==> src/rtl/ws2812_pkg.sv <==
// Shared types, row colours and timing helper for the WS2812 bar-matrix transmitter.
package ws2812_pkg;

  typedef enum logic [1:0] {
    ST_GAP  = 2'd0,
    ST_LOAD = 2'd1,
    ST_SEND = 2'd2
  } state_e;

  localparam int unsigned N_PIX        = 64;
  localparam int unsigned BITS_PER_PIX = 24;

  // GRB colour per row, row 0 at the bottom: green, then yellow, then red at the top.
  localparam logic [23:0] ROW_GRB [8] = '{
    24'h200000, 24'h200000, 24'h200000,
    24'h202000, 24'h202000, 24'h202000,
    24'h002000, 24'h002000
  };

  // Truncating conversion; the product is 64-bit so RESET_US*1000 at high clock rates cannot overflow.
  function automatic int unsigned ns_to_cycles(input longint unsigned clk_hz,
                                               input longint unsigned ns);
    return 32'((clk_hz / 64'd1000) * ns / 64'd1_000_000);
  endfunction

endpackage

==> src/rtl/ws2812_bit_tx.sv <==
// Single-bit WS2812 waveform generator: one high/low period per accepted bit.
module ws2812_bit_tx #(
  parameter int unsigned T0H  = 20,
  parameter int unsigned T1H  = 40,
  parameter int unsigned TBIT = 62
) (
  input  logic clk_i,
  input  logic rst_ni,
  input  logic bit_valid,
  input  logic bit_val,
  output logic bit_ready,
  output logic near_end_c,
  output logic dout_o
);

  localparam int unsigned PW = $clog2(TBIT);
  localparam logic [PW-1:0] PHASE_PRE_LAST = PW'(TBIT - 2);

  logic          active_q;
  logic [PW-1:0] phase_q;
  logic          dout_q;
  logic          bit_ready_q;

  logic [PW-1:0] phase_nx_c;
  logic [PW-1:0] hi_len_c;
  logic          start_c;

  // bit_val is only consulted after the first high cycle, so it may settle during phase 0.
  assign phase_nx_c = phase_q + PW'(1);
  assign hi_len_c   = bit_val ? PW'(T1H) : PW'(T0H);
  assign start_c    = bit_valid && (!active_q || bit_ready_q);
  assign near_end_c = active_q && (phase_q == PHASE_PRE_LAST);

  always_ff @(posedge clk_i) begin
    if (!rst_ni) begin
      active_q    <= 1'b0;
      phase_q     <= '0;
      dout_q      <= 1'b0;
      bit_ready_q <= 1'b0;
    end else begin
      bit_ready_q <= near_end_c;
      if (start_c) begin
        active_q <= 1'b1;
        phase_q  <= '0;
        dout_q   <= 1'b1;
      end else if (bit_ready_q) begin
        active_q <= 1'b0;
        phase_q  <= '0;
        dout_q   <= 1'b0;
      end else if (active_q) begin
        phase_q  <= phase_nx_c;
        dout_q   <= (phase_nx_c < hi_len_c);
      end
    end
  end

  assign bit_ready = bit_ready_q;
  assign dout_o    = dout_q;

endmodule

==> src/rtl/ws2812_bar_tx.sv <==
// Frame FSM, bar snapshot and pixel mapping for an 8x8 WS2812 spectrum display.
// Define WS2812_SERPENTINE_EN for zig-zag wired matrices (odd rows reversed).
module ws2812_bar_tx
  import ws2812_pkg::*;
#(
  parameter int unsigned CLK_FREQ_HZ = 50_000_000,
  parameter int unsigned T0H_NS      = 400,
  parameter int unsigned T1H_NS      = 800,
  parameter int unsigned TBIT_NS     = 1250,
  parameter int unsigned RESET_US    = 300
) (
  input  logic            sys_clk,
  input  logic            rst_n,
  input  logic            enable,
  input  logic [7:0][7:0] bar_data,
  output logic            ws_dout,
  output logic            busy,
  output logic            frame_done
);

  localparam int unsigned T0H_CYC   = ns_to_cycles(64'(CLK_FREQ_HZ), 64'(T0H_NS));
  localparam int unsigned T1H_CYC   = ns_to_cycles(64'(CLK_FREQ_HZ), 64'(T1H_NS));
  localparam int unsigned TBIT_CYC  = ns_to_cycles(64'(CLK_FREQ_HZ), 64'(TBIT_NS));
  localparam int unsigned RESET_CYC = ns_to_cycles(64'(CLK_FREQ_HZ), 64'(RESET_US) * 64'd1000);
  localparam int unsigned GW        = $clog2(RESET_CYC + 1);

  state_e          state_q;
  logic [GW-1:0]   gap_q;
  logic [7:0][7:0] snap_q;
  logic [5:0]      pix_q;
  logic [4:0]      bit_q;
  logic            busy_q;
  logic            frame_done_q;

  logic [2:0]  row_c;
  logic [2:0]  col_c;
  logic [23:0] word_c;
  logic        bit_val_c;
  logic        last_bit_c;
  logic        bit_valid_c;
  logic        gap_done_c;
  logic        bit_ready;
  logic        near_end_c;

  assign row_c = pix_q[5:3];
`ifdef WS2812_SERPENTINE_EN
  assign col_c = row_c[0] ? ~pix_q[2:0] : pix_q[2:0];
`else
  assign col_c = pix_q[2:0];
`endif

  assign word_c      = snap_q[col_c][row_c] ? ROW_GRB[row_c] : 24'h000000;
  assign bit_val_c   = word_c[5'd23 - bit_q];
  assign last_bit_c  = (pix_q == 6'(N_PIX - 1)) && (bit_q == 5'(BITS_PER_PIX - 1));
  assign gap_done_c  = (gap_q >= GW'(RESET_CYC - 1));
  // LOAD kicks off bit 0; the final bit is offered without a successor so the line idles low.
  assign bit_valid_c = (state_q == ST_LOAD) || ((state_q == ST_SEND) && !last_bit_c);

  always_ff @(posedge sys_clk) begin
    if (!rst_n) begin
      state_q      <= ST_GAP;
      gap_q        <= '0;
      snap_q       <= '0;
      pix_q        <= '0;
      bit_q        <= '0;
      busy_q       <= 1'b0;
      frame_done_q <= 1'b0;
    end else begin
      frame_done_q <= (state_q == ST_SEND) && last_bit_c && near_end_c;
      case (state_q)
        ST_GAP: begin
          if (gap_q != GW'(RESET_CYC)) gap_q <= gap_q + GW'(1);
          if (gap_done_c && enable) begin
            state_q <= ST_LOAD;
            busy_q  <= 1'b1;
          end
        end
        ST_LOAD: begin
          snap_q  <= bar_data;
          pix_q   <= '0;
          bit_q   <= '0;
          state_q <= ST_SEND;
        end
        ST_SEND: begin
          if (bit_ready) begin
            if (last_bit_c) begin
              state_q <= ST_GAP;
              gap_q   <= '0;
              busy_q  <= 1'b0;
            end else if (bit_q == 5'(BITS_PER_PIX - 1)) begin
              bit_q <= '0;
              pix_q <= pix_q + 6'd1;
            end else begin
              bit_q <= bit_q + 5'd1;
            end
          end
        end
        default: state_q <= ST_GAP;
      endcase
    end
  end

  ws2812_bit_tx #(
    .T0H  (T0H_CYC),
    .T1H  (T1H_CYC),
    .TBIT (TBIT_CYC)
  ) u_bit_tx (
    .clk_i      (sys_clk),
    .rst_ni     (rst_n),
    .bit_valid  (bit_valid_c),
    .bit_val    (bit_val_c),
    .bit_ready  (bit_ready),
    .near_end_c (near_end_c),
    .dout_o     (ws_dout)
  );

  assign busy       = busy_q;
  assign frame_done = frame_done_q;

endmodule

==> config.mk <==
export PLATFORM = sky130hd
export DESIGN_NAME = ws2812_bar_tx
export DESIGN_NICKNAME = d
export VERILOG_FILES = /design/src/rtl/ws2812_pkg.sv /design/src/rtl/ws2812_bit_tx.sv /design/src/rtl/ws2812_bar_tx.sv
export SDC_FILE = /design/constraint.sdc
export NUM_CORES = 1
export LEC_CHECK = 0
export CAP_MARGIN = 0
export CORE_MARGIN = 2
export CORE_UTILIZATION = 51
export DETAILED_ROUTE_END_ITERATION = 6
export PLACE_DENSITY = 0.76
export SLEW_MARGIN = 20
export SYNTH_ARGS = -nofsm -noshare
export SYNTH_HDL_FRONTEND = slang
export SYNTH_SLANG_ARGS = --single-unit
==> constraint.sdc <==
create_clock -name sys_clk -period 3.5 [get_ports sys_clk]
set_input_delay 0.875 -clock sys_clk [delete_from_list [all_inputs] [get_ports sys_clk]]
set_output_delay 0.875 -clock sys_clk [all_outputs]
set_load 0.005 [all_outputs]
==> run summary <==
switching portion of total power: 24.0%
DRT Pass-1 Iters: 4
post-layout util: 62.1%
min-delay src: snap_q[35]
logic gate share of total power: 5.4%
number of clock sinks: 102
largest net degree at the start of global routing: 66
Layout Nets: 698
Die Width: 101 um
kind of end point of the critical path: register
Post-DRT Antenna Nets: 0
pre-CTS WS: 328 ps
Worst EP required: 3800 ps
Worst VDD drop: 211 uV
Worst path max stage delay: 550 ps
synth unique cells: 49
commonest non-fill, non-tap cell in the layout: nand2_1
H-tree depth: 3
die footprint: 10200 um^2
Max-Cap Viols: 0
Slew HR: 54.9%
Pint: 0.00151 W
postcts setup bufs: 0
GRT overflow: 0
Layout fillers: 799
crit path launch type: register
Hold Path Class: register to register
# diodes: 0
synthesized instance count: 572
sequential cell area fraction in the yosys report: 42.8%
critical-path cell list: buf_12 > mux4_2 > mux2i_1 > a22oi_1 > a22o_1 > inv_1 > ha_1 > a2111oi_1 > nand2_1 > o21ai_0
number of flops mapped to enable cells by yosys: 0
number of hold buffers added after cts: 0
sw power: 0.000477 W
All-Layer GR Usage: 22.4%
Core Region: 9150 um^2
WP data arrival: 3360 ps
clock network fraction of total power: 36.0%
mean area per synthesized cell: 8.35 um^2
Cell Pwr Density: 350 nW/um^2
Core Rows: 35
Async SR Flop Fraction: 0%
setup slack after layout: 438 ps
Hold Vio Cnt, Final: 0
register area: 2040 um^2
slowest CP cell: a2111oi_1
final wirelength: 11000 um
Setup CP Type: register to register
clock slew at reported path FFs: 100 ps
Longest Clk Path Bufs: 2
worst slew pin tran: 677 ps
CP Max Fanout: 24
minimum clock period: 3060 ps
#FFs+latches synth: 102
clock buffer count from CTS: 9
register share of total power: 58.6%
most frequent cells in the layout: 140 x nand2_1, 101 x dfxtp_1, 73 x a21oi_1
skew final: 11.5 ps
Die Y: 101 um
Setup crit start: pix_q[1]
clk_lat worst skew: 370 ps
Ys Warns: 0
via count: 4106
Multi-input gate area: 2530 um^2
total negative slack: 0 ps
layout cells sized above 1: 6.23%
area grow syn2layout: 18.9%
I/O Buffers: 69
I/O pin count: 70
leakage: 1.94 nW
FMAX: 0.327 GHz
Final HPWL DP: 7980 um
GP Congestion: 0.855
RSZ-0062 raised after global routing: no
DR vias/cell: 5.57
Post-Syn Nets: 649
mapped cell area: 4780 um^2
Initial Util: 52.2%
CTS tree: built
Root Buffer: clkbuf_8
DRT iter0 DRCs: 158
first-pass GRT wire length: 18100 um
status: finished clean
initial antenna violation count: 0
DRC viols: 0
number of global-route vias before repair: 3887
Max Slew Vio Count: 0
final worst path period share: 87.5%
reg2reg start: pix_q[1]
routed length per instance: 14.9 um
Synth Flop Type: dfxtp_1
final setup vio count: 0
Tot Pwr: 0.00199 W
critical path, delay by kind of cell, from the launching register on:
kind / cells / cell delay, ps
AOI/OAI and AO/OA: 4 / 1110
muxes: 2 / 670
adders and majority gates: 1 / 240
buffers and inverters: 2 / 350
DFF: 1 / 520
and+or+nand+nor: 1 / 100
worst paths after layout:
check,to,slack [ps],depth (start not counted)
min reg2reg,snap_q[35],460,2
min,snap_q[35],460,2
max reg2reg,u_bit_tx.dout_o,440,10
max,u_bit_tx.dout_o,440,10
power by group through the flow:
stage	clock network (W)	logic, W	registers, W
finish	0.000716	0.000107	0.00117
global route	0.000774	0.000116	0.00117
CTS	0.000731	0.000108	0.00117
detailed placement	0	0.000107	0.00119
global placement	0	0.000106	0.00119
floorplan	0	0.0000265	0.00119
synth_stat cells, types with 2 or more instances:
master	number	share of area, %
a21oi_1	73	7.6
a22oi_1	10	1.6
and2_1	6	0.79
and3_1	7	0.92
and4_1	3	0.55
buf_1	4	0.31
buf_2	4	0.42
buf_4	4	0.63
buf_6	3	0.71
clkbuf_1	21	1.7
dfxtp_1	102	43
ha_1	10	2.6
inv_1	9	0.71
mux2i_1	24	5.0
mux4_2	8	3.8
nand2_1	140	11
nand2b_1	3	0.39
nand3_1	10	1.0
nand4_1	16	2.1
nand4b_1	3	0.55
nor2_1	43	3.4
nor2b_1	4	0.52
nor3_1	4	0.42
o211ai_1	2	0.31
o21a_1	2	0.31
o21ai_0	5	0.52
o21ai_1	3	0.31
o21bai_1	2	0.31
xnor2_1	7	1.3
xor2_1	21	3.9
logic make-up after synthesis:
group                      synth area share (%)
adders and majority gates                  2.62
and+or+nand+nor                            23.2
muxes                                      8.80
DFF                                        42.8
buffers and inverters                      4.51
xor gates and xnor gates                   5.14
AOI/OAI and AO/OA                          13.0
layer usage:
metal / part of all wire (%) / vias up / GRT usage [%]
li1: - / 2054 / -
met1: 46 / 1936 / 29.7
met2: 47 / 97 / 35.4
met3: 4.9 / 19 / 4.09
met4: 2.0 / 0 / 10.5
met5: 0 / - / 0
per-stage QoR:
step	cells	cell area, um^2	hold slack (ps)
2_1_floorplan	572	4780	433
3_3_place_gp	721	5490	447
3_5_place_dp	721	5490	451
4_1_cts	737	5680	465
5_1_grt	737	5680	489
6_report	737	5680	463
registers in the layout, summed over array words and instances (netlist names):
register and cells:
state_q 2, u_bit_tx.dout_o 1, frame_done 1, u_bit_tx.active_q 1, u_bit_tx.bit_ready 1, bit_q 5
gap_q 14, pix_q 6, u_bit_tx.phase_q 6, snap_q 64, busy 1
repair_timing:
action	CTS	global route
resized for setup	0	2
endpoints found under the setup margin	0	1
endpoints found under the hold margin	0	0
layout make-up:
cell class                      count  share of cell area, %
Multi-Input combinational cell    424                   44.5
Sequential cell                   102                   36.0
Timing Repair Buffer               74                   13.0
Tap cell                          111                   2.45
Clock buffer                        9                   2.18
Clock inverter                      7                   1.15
Inverter                           10                  0.661
(Power assumes the default switching activity.)
